[src/rtl/ifc_arbiter_pkg.sv]
// Shared types, widths and the round-robin pick helper for the IfcEnt arbiter.
package ifc_arb_pkg;

  localparam int DW     = 8;   // operand A/B/Q and result width
  localparam int XW     = 16;  // interface X/Y width
  localparam int MAXREQ = 16;  // largest supported requester count
  localparam int PW     = 4;   // index width covering MAXREQ

  typedef enum logic [1:0] {
    IDLE = 2'd0,
    EXEC = 2'd1,
    RESP = 2'd2
  } ifc_arb_state_t;

  typedef struct packed {
    logic          found;
    logic [PW-1:0] idx;
  } rr_pick_t;

  // First set bit of valid[n-1:0] scanning from ptr upward, wrapping at n.
  function automatic rr_pick_t rr_pick(input logic [MAXREQ-1:0] valid,
                                       input logic [PW-1:0]     ptr,
                                       input int                n);
    rr_pick_t r;
    int       pos;
    r.found = 1'b0;
    r.idx   = '0;
    for (int k = 0; k < MAXREQ; k++) begin
      pos = int'(ptr) + k;
      if (pos >= n) pos = pos - n;
      if ((k < n) && !r.found && valid[pos[PW-1:0]]) begin
        r.found = 1'b1;
        r.idx   = pos[PW-1:0];
      end
    end
    return r;
  endfunction

endpackage

[src/rtl/ifc_arbiter_ent.sv]
// IfcEnt: combinational datapath shared by all requesters.
// Z = low byte of ( zext16((A&B)|(A^B)) | ((X+Y) - zext16(Q)) ), all mod 2^16.
module IfcEnt (
  input  logic [7:0]  A,
  input  logic [7:0]  B,
  input  logic [15:0] X,
  input  logic [15:0] Y,
  input  logic [7:0]  Q,
  output logic [7:0]  Z
);

  assign Z = 8'({8'b0, ((A & B) | (A ^ B))} | (X + Y - {8'b0, Q}));

endmodule

[src/rtl/ifc_arbiter.sv]
// Round-robin scheduler sharing one IfcEnt datapath among NREQ requesters.
//
// state | meaning
// ------+------------------------------------------------------------
// IDLE  | waiting for a request; winner accepted combinationally
// EXEC  | operand registers drive IfcEnt; result captured at cycle end
// RESP  | response held on RSP_* until RSP_READY, then pointer advances
module ifc_arbiter
  import ifc_arb_pkg::*;
#(
  parameter  int NREQ = 4,
  localparam int IDW  = $clog2(NREQ)
) (
  input  logic              CLK,
  input  logic              RST_N,
  input  logic [NREQ-1:0]   REQ_VALID,
  output logic [NREQ-1:0]   REQ_READY,
  input  logic [NREQ*8-1:0] REQ_A,
  input  logic [NREQ*8-1:0] REQ_B,
  input  logic [NREQ*16-1:0] REQ_X,
  input  logic [NREQ*16-1:0] REQ_Y,
  input  logic [NREQ*8-1:0] REQ_Q,
  output logic              RSP_VALID,
  input  logic              RSP_READY,
  output logic [7:0]        RSP_Z,
  output logic [IDW-1:0]    RSP_ID,
  output logic              BUSY
);

  ifc_arb_state_t  state_q;
  logic [IDW-1:0]  ptr_q;
  logic [IDW-1:0]  grant_id_q;
  logic [DW-1:0]   a_q, b_q, q_q;
  logic [XW-1:0]   x_q, y_q;
  logic            rsp_valid_q;
  logic [DW-1:0]   rsp_z_q;
  logic [IDW-1:0]  rsp_id_q;

  logic [MAXREQ-1:0] valid_ext;
  logic [PW-1:0]     ptr_ext;
  rr_pick_t          pick;
  logic [IDW-1:0]    ptr_d;
  logic [DW-1:0]     ent_z;

  // Widen request vector and pointer to the helper's fixed width, then pick.
  always_comb begin
    valid_ext             = '0;
    valid_ext[NREQ-1:0]   = REQ_VALID;
    ptr_ext               = '0;
    ptr_ext[IDW-1:0]      = ptr_q;
    pick                  = rr_pick(valid_ext, ptr_ext, NREQ);
  end

  // Pointer moves past the requester just served, wrapping at NREQ-1.
  always_comb begin
    ptr_d = grant_id_q + IDW'(1);
    if (grant_id_q == IDW'(NREQ - 1)) ptr_d = '0;
  end

  // Accept is only offered in IDLE; gated by reset so it reads 0 while held in reset.
  always_comb begin
    REQ_READY = '0;
    if ((state_q == IDLE) && pick.found && RST_N) REQ_READY = NREQ'(1) << pick.idx;
  end

  assign BUSY      = (state_q != IDLE);
  assign RSP_VALID = rsp_valid_q;
  assign RSP_Z     = rsp_z_q;
  assign RSP_ID    = rsp_id_q;

  IfcEnt u_ent (
    .A (a_q),
    .B (b_q),
    .X (x_q),
    .Y (y_q),
    .Q (q_q),
    .Z (ent_z)
  );

  // FSM, pointer, operand and response registers.
  always_ff @(posedge CLK or negedge RST_N) begin
    if (!RST_N) begin
      state_q     <= IDLE;
      ptr_q       <= '0;
      grant_id_q  <= '0;
      a_q         <= '0;
      b_q         <= '0;
      x_q         <= '0;
      y_q         <= '0;
      q_q         <= '0;
      rsp_valid_q <= 1'b0;
      rsp_z_q     <= '0;
      rsp_id_q    <= '0;
    end else begin
      case (state_q)
        IDLE: begin
          if (pick.found) begin
            a_q        <= REQ_A[8*pick.idx +: 8];
            b_q        <= REQ_B[8*pick.idx +: 8];
            x_q        <= REQ_X[16*pick.idx +: 16];
            y_q        <= REQ_Y[16*pick.idx +: 16];
            q_q        <= REQ_Q[8*pick.idx +: 8];
            grant_id_q <= pick.idx[IDW-1:0];
            state_q    <= EXEC;
          end
        end
        EXEC: begin
          rsp_z_q     <= ent_z;
          rsp_id_q    <= grant_id_q;
          rsp_valid_q <= 1'b1;
          state_q     <= RESP;
        end
        RESP: begin
          if (RSP_READY) begin
            rsp_valid_q <= 1'b0;
            ptr_q       <= ptr_d;
            state_q     <= IDLE;
          end
        end
        default: state_q <= IDLE;
      endcase
    end
  end

endmodule

[config.mk]
export PLATFORM = sky130hd
export DESIGN_NAME = ifc_arbiter
export DESIGN_NICKNAME = d
export VERILOG_FILES = /design/src/rtl/ifc_arbiter_pkg.sv /design/src/rtl/ifc_arbiter_ent.sv /design/src/rtl/ifc_arbiter.sv
export SDC_FILE = /design/constraint.sdc
export NUM_CORES = 1
export LEC_CHECK = 0
export CAP_MARGIN = 20
export CORE_ASPECT_RATIO = 1.2
export CORE_MARGIN = 3
export CORE_UTILIZATION = 24
export DETAILED_ROUTE_END_ITERATION = 6
export PLACE_DENSITY_LB_ADDON = 0.3
export SLEW_MARGIN = 20
export SYNTH_ARGS = -nofsm -noshare
export SYNTH_HDL_FRONTEND = slang
export SYNTH_SLANG_ARGS = --single-unit
[constraint.sdc]
create_clock -name CLK -period 12.4 [get_ports CLK]
set_input_delay 3.72 -clock CLK [delete_from_list [all_inputs] [get_ports CLK]]
set_output_delay 3.72 -clock CLK [all_outputs]
set_load 0.05 [all_outputs]
==> summary.txt <==
GRT
  – Largest net degree at the start of global routing: 90
  – Remaining global-route overflow: 0
  – Initial antenna violation count: 1
  – Total Routing Usage GR: 0.189
  – First-pass GRT wire length: 52.4 mm
  – Number of global-route vias before repair: 8,864

STA
  – Worst Skew: 0.00514 ns
  – Final hold slack: 0.477 ns
  – Fin. Hold Viols: 0
  – Max-slew violations: 0
  – Final setup fails: 0
  – Fin crit share: 0.875
  – Min Tclk post-route: 10.84 ns
  – Slew @ Worst Pin: 1.01 ns
  – Slack of the critical path: 1.56 ns
  – Unrepaired setup endpoints after global routing: no
  – Slew HR: 0.330
  – Setup TNS: 0 ns
  – FMAX: 92.2 MHz

Floorplan
  – Chip width: 170 um
  – I/O pins: 247
  – DIE AREA: 34,500 um^2
  – Initial Util: 0.245
  – Core area: 31,600 um^2
  – Cell Rows: 71
  – Die Y-Extent: 203 um

Synthesis
  – Largest cells by area after synthesis: dfrtp_1, a211o_1, o311ai_0, o22ai_1, nor3_1
  – Library cells used by synthesis: 59
  – Post-synthesis area per instance: 7.66 um^2
  – Post-synth ARST share: 1.00
  – Most used flip-flop cell after synthesis: dfrtp_1
  – Area share of the largest cell type after synthesis: 0.184
  – Yosys reg bits: 57
  – Yosys top cell by area: dfrtp_1
  – Synth Net Count: 1,264
  – Mapped Area: 7750 um^2
  – Syn Inst Count: 1,012
  – Syn. warnings: 0
  – Post-synth EDFFs: 0
  – Register area share after synthesis: 0.184

Detailed routing
  – 1st-iter DRT viols: 1,013
  – 1st-pass router iterations: 5
  – # DRC: 0
  – Antenna viol nets, final: 0
  – Routed WL: 34.0 mm
  – Vias/cell: 6.31
  – Routed via count: 9,385
  – Drt wl/cell: 22.8 um

CTS
  – H-tree depth: 3
  – CTS buffer count: 9
  – CTS sink cnt: 57
  – Clock Tree Buf Depth: 2
  – Post-CTS Resized: 0
  – Cts hold-fix bufs: 0
  – CTS Root Cell: clkbuf_16
  – Post-CTS Setup Repair Bufs: 0
  – Clock-pin slew on the worst setup and hold paths: 0.06 ns
  – Clock Latency Late Sink: 0.33 ns
  – Clock tree from TritonCTS: yes

Setup path
  – Crit path max fanout: 23
  – Worst Setup EP: REQ_READY[2]
  – WP buf/inv: 2
  – Cell Chain, Critical Path: clkdlybuf4s50_1, mux2i_1, nor3_2, or4_1, a21oi_1, o211ai_1, nor2_1, clkdlybuf4s50_1
  – CP Launch Type: input port
  – Crit Path Class: input port to output pin
  – CP Depth: 8
  – Worst path slowest cell: or4_1
  – Critical Path End Type: output pin
  – Crit path DAT: 7.12 ns
  – Req. time, crit path: 8.68 ns
  – Crit Reg-Reg Endpoint: y_q[5]
  – Crit. Startpoint: REQ_VALID[1]
  – Worst r2r path cells: 11
  – Most frequent cell on the critical path: clkdlybuf4s50_1
  – Cell family with most CP delay: simple AND/OR/NAND/NOR gates
  – FF-to-FF Start: ptr_q[0]
  – Slowest stage delay, CP: 0.87 ns
  – R2R Setup Slk: 5.61 ns

Place
  – Port Buffers: 182
  – Place WS: 1.58 ns
  – GPL Wtd Cong: 0.768
  – Dpl hpwl: 21.7 mm
  – Dpl cells: 1,471

Power
  – Leakage: 3.24 nW
  – Power Total: 0.00311 W
  – Power per Cell Area: 313 nW/um^2
  – Peak VDD IR: 0.000149 V

Outcome
  – Status: finished clean

Cells and area
  – Share of post-route cells with drive strength above 1: 0.0562
  – Nets: 1,333
  – Area Growth Syn to Fin: 28.3%
  – Non-Filler Instances: 1,488

Min path
  – Hold Crit Class: flip-flop to flip-flop

Flow run
  – Max_cap viols: 0
[layout make-up]
| class | instances | area (um^2) |
|---|---|---|
| inverters | 38 | 144 |
| diodes | 1 | 2.50 |
| flip-flops and latches | 57 | 1430 |
| repair buffers | 202 | 1960 |
| clock buffers | 9 | 225 |
| fillers | 3358 | 21700 |
| multi-input cells | 773 | 5580 |
| clock inverters | 7 | 95.1 |
| well taps | 401 | 502 |
[routing by layer]
metal	global-route usage	wire, um	vias to the layer above
met1	0.256	14600	4615
met3	0.0204	2220	41
met4	0.0707	772	0
li1	-	-	4260
met2	0.310	16400	469
met5	0	0	-
[how the worst min path moves through the flow]
stage                   from   endpoint  slack [ns]  cells after the start
6_report           RSP_ID[0]  RSP_ID[0]        0.48                      2
5_1_grt             RSP_Z[6]   RSP_Z[6]        0.51                      2
4_1_cts            RSP_ID[0]  RSP_ID[0]        0.48                      2
3_5_place_dp       RSP_ID[0]  RSP_ID[0]        0.47                      2
3_3_place_gp       RSP_ID[0]  RSP_ID[0]        0.46                      2
2_1_floorplan  grant_id_q[1]  RSP_ID[1]        0.46                      2
[report_power, final]
group | switching (W) | leakage (nW) | internal, W
Sequential | 0.000113 | 0.686 | 0.000286
Combinational | 0.00158 | 2.41 | 0.000866
Clock | 0.0000943 | 0.144 | 0.000175
[synth_stat cells, types with 5 or more instances]
library cell	number
buf_2	22
buf_6	6
xnor2_1	5
mux2i_1	5
nor3_1	85
a21oi_1	46
dfrtp_1	57
or3_1	41
nor2_1	56
and2_1	36
inv_1	37
a221o_1	39
nand2_1	14
o21ai_0	48
fa_1	7
a211o_1	78
o22ai_1	78
o311ai_0	78
nor2b_1	6
a2111oi_0	41
o32ai_1	39
buf_1	12
ha_1	14
clkbuf_1	102
[worst reg2reg max path, stage by stage, from the launching register on]
cell	delay (ns)
dfrtp_4	0.99
clkinv_2	0.94
ha_1	0.81
inv_1	0.11
buf_4	0.30
or3_2	0.58
a21oi_4	0.19
buf_4	0.58
buf_4	0.87
o311ai_0	0.25
a2111oi_0	0.90
a221o_1	0.21
[per-stage QoR]
stage                      util  area [um^2]
final                     0.314         9940
after global routing      0.314         9940
after CTS                 0.314         9940
after detailed placement  0.304         9620
after global placement    0.304         9620
after floorplan               -         7750
[kinds of logic (layout without fill, tap and decap cells)]
logic type | after synthesis | count (layout) | share of synthesized area
simple gates | 256 | 256 | 0.174
buf+inv | 182 | 256 | 0.0985
other cells | 0 | 1 | 0
xor+xnor | 7 | 7 | 0.00791
mux | 12 | 12 | 0.0202
flops | 57 | 57 | 0.184
fa+ha+maj | 21 | 21 | 0.0407
compound gates | 477 | 477 | 0.474
[sequential cells by signal (all words and copies together) (netlist names)]
signal and cells:
RSP_ID 2, RSP_VALID 1, RSP_Z 8, a_q 8
b_q 8, grant_id_q 2, ptr_q 2, q_q 8
state_q 2, x_q 8, y_q 8
[layout by cell type, fill, tap and decap left out, types with 6 or more instances in the layout]
master           count
o311ai_0            78
nor2_1              56
dfrtp_1             56
clkbuf_16            9
nor2b_1              6
nor3_1              85
buf_4               22
and2_1              36
nand2_1             14
a21oi_1             46
o32ai_1             39
fa_1                 7
a211o_1             78
o22ai_1             78
o21ai_0             48
a221o_1             39
clkdlybuf4s50_1    179
ha_1                14
or3_1               39
a2111oi_0           41
inv_1               36
Power figures use the tool's default switching activity.
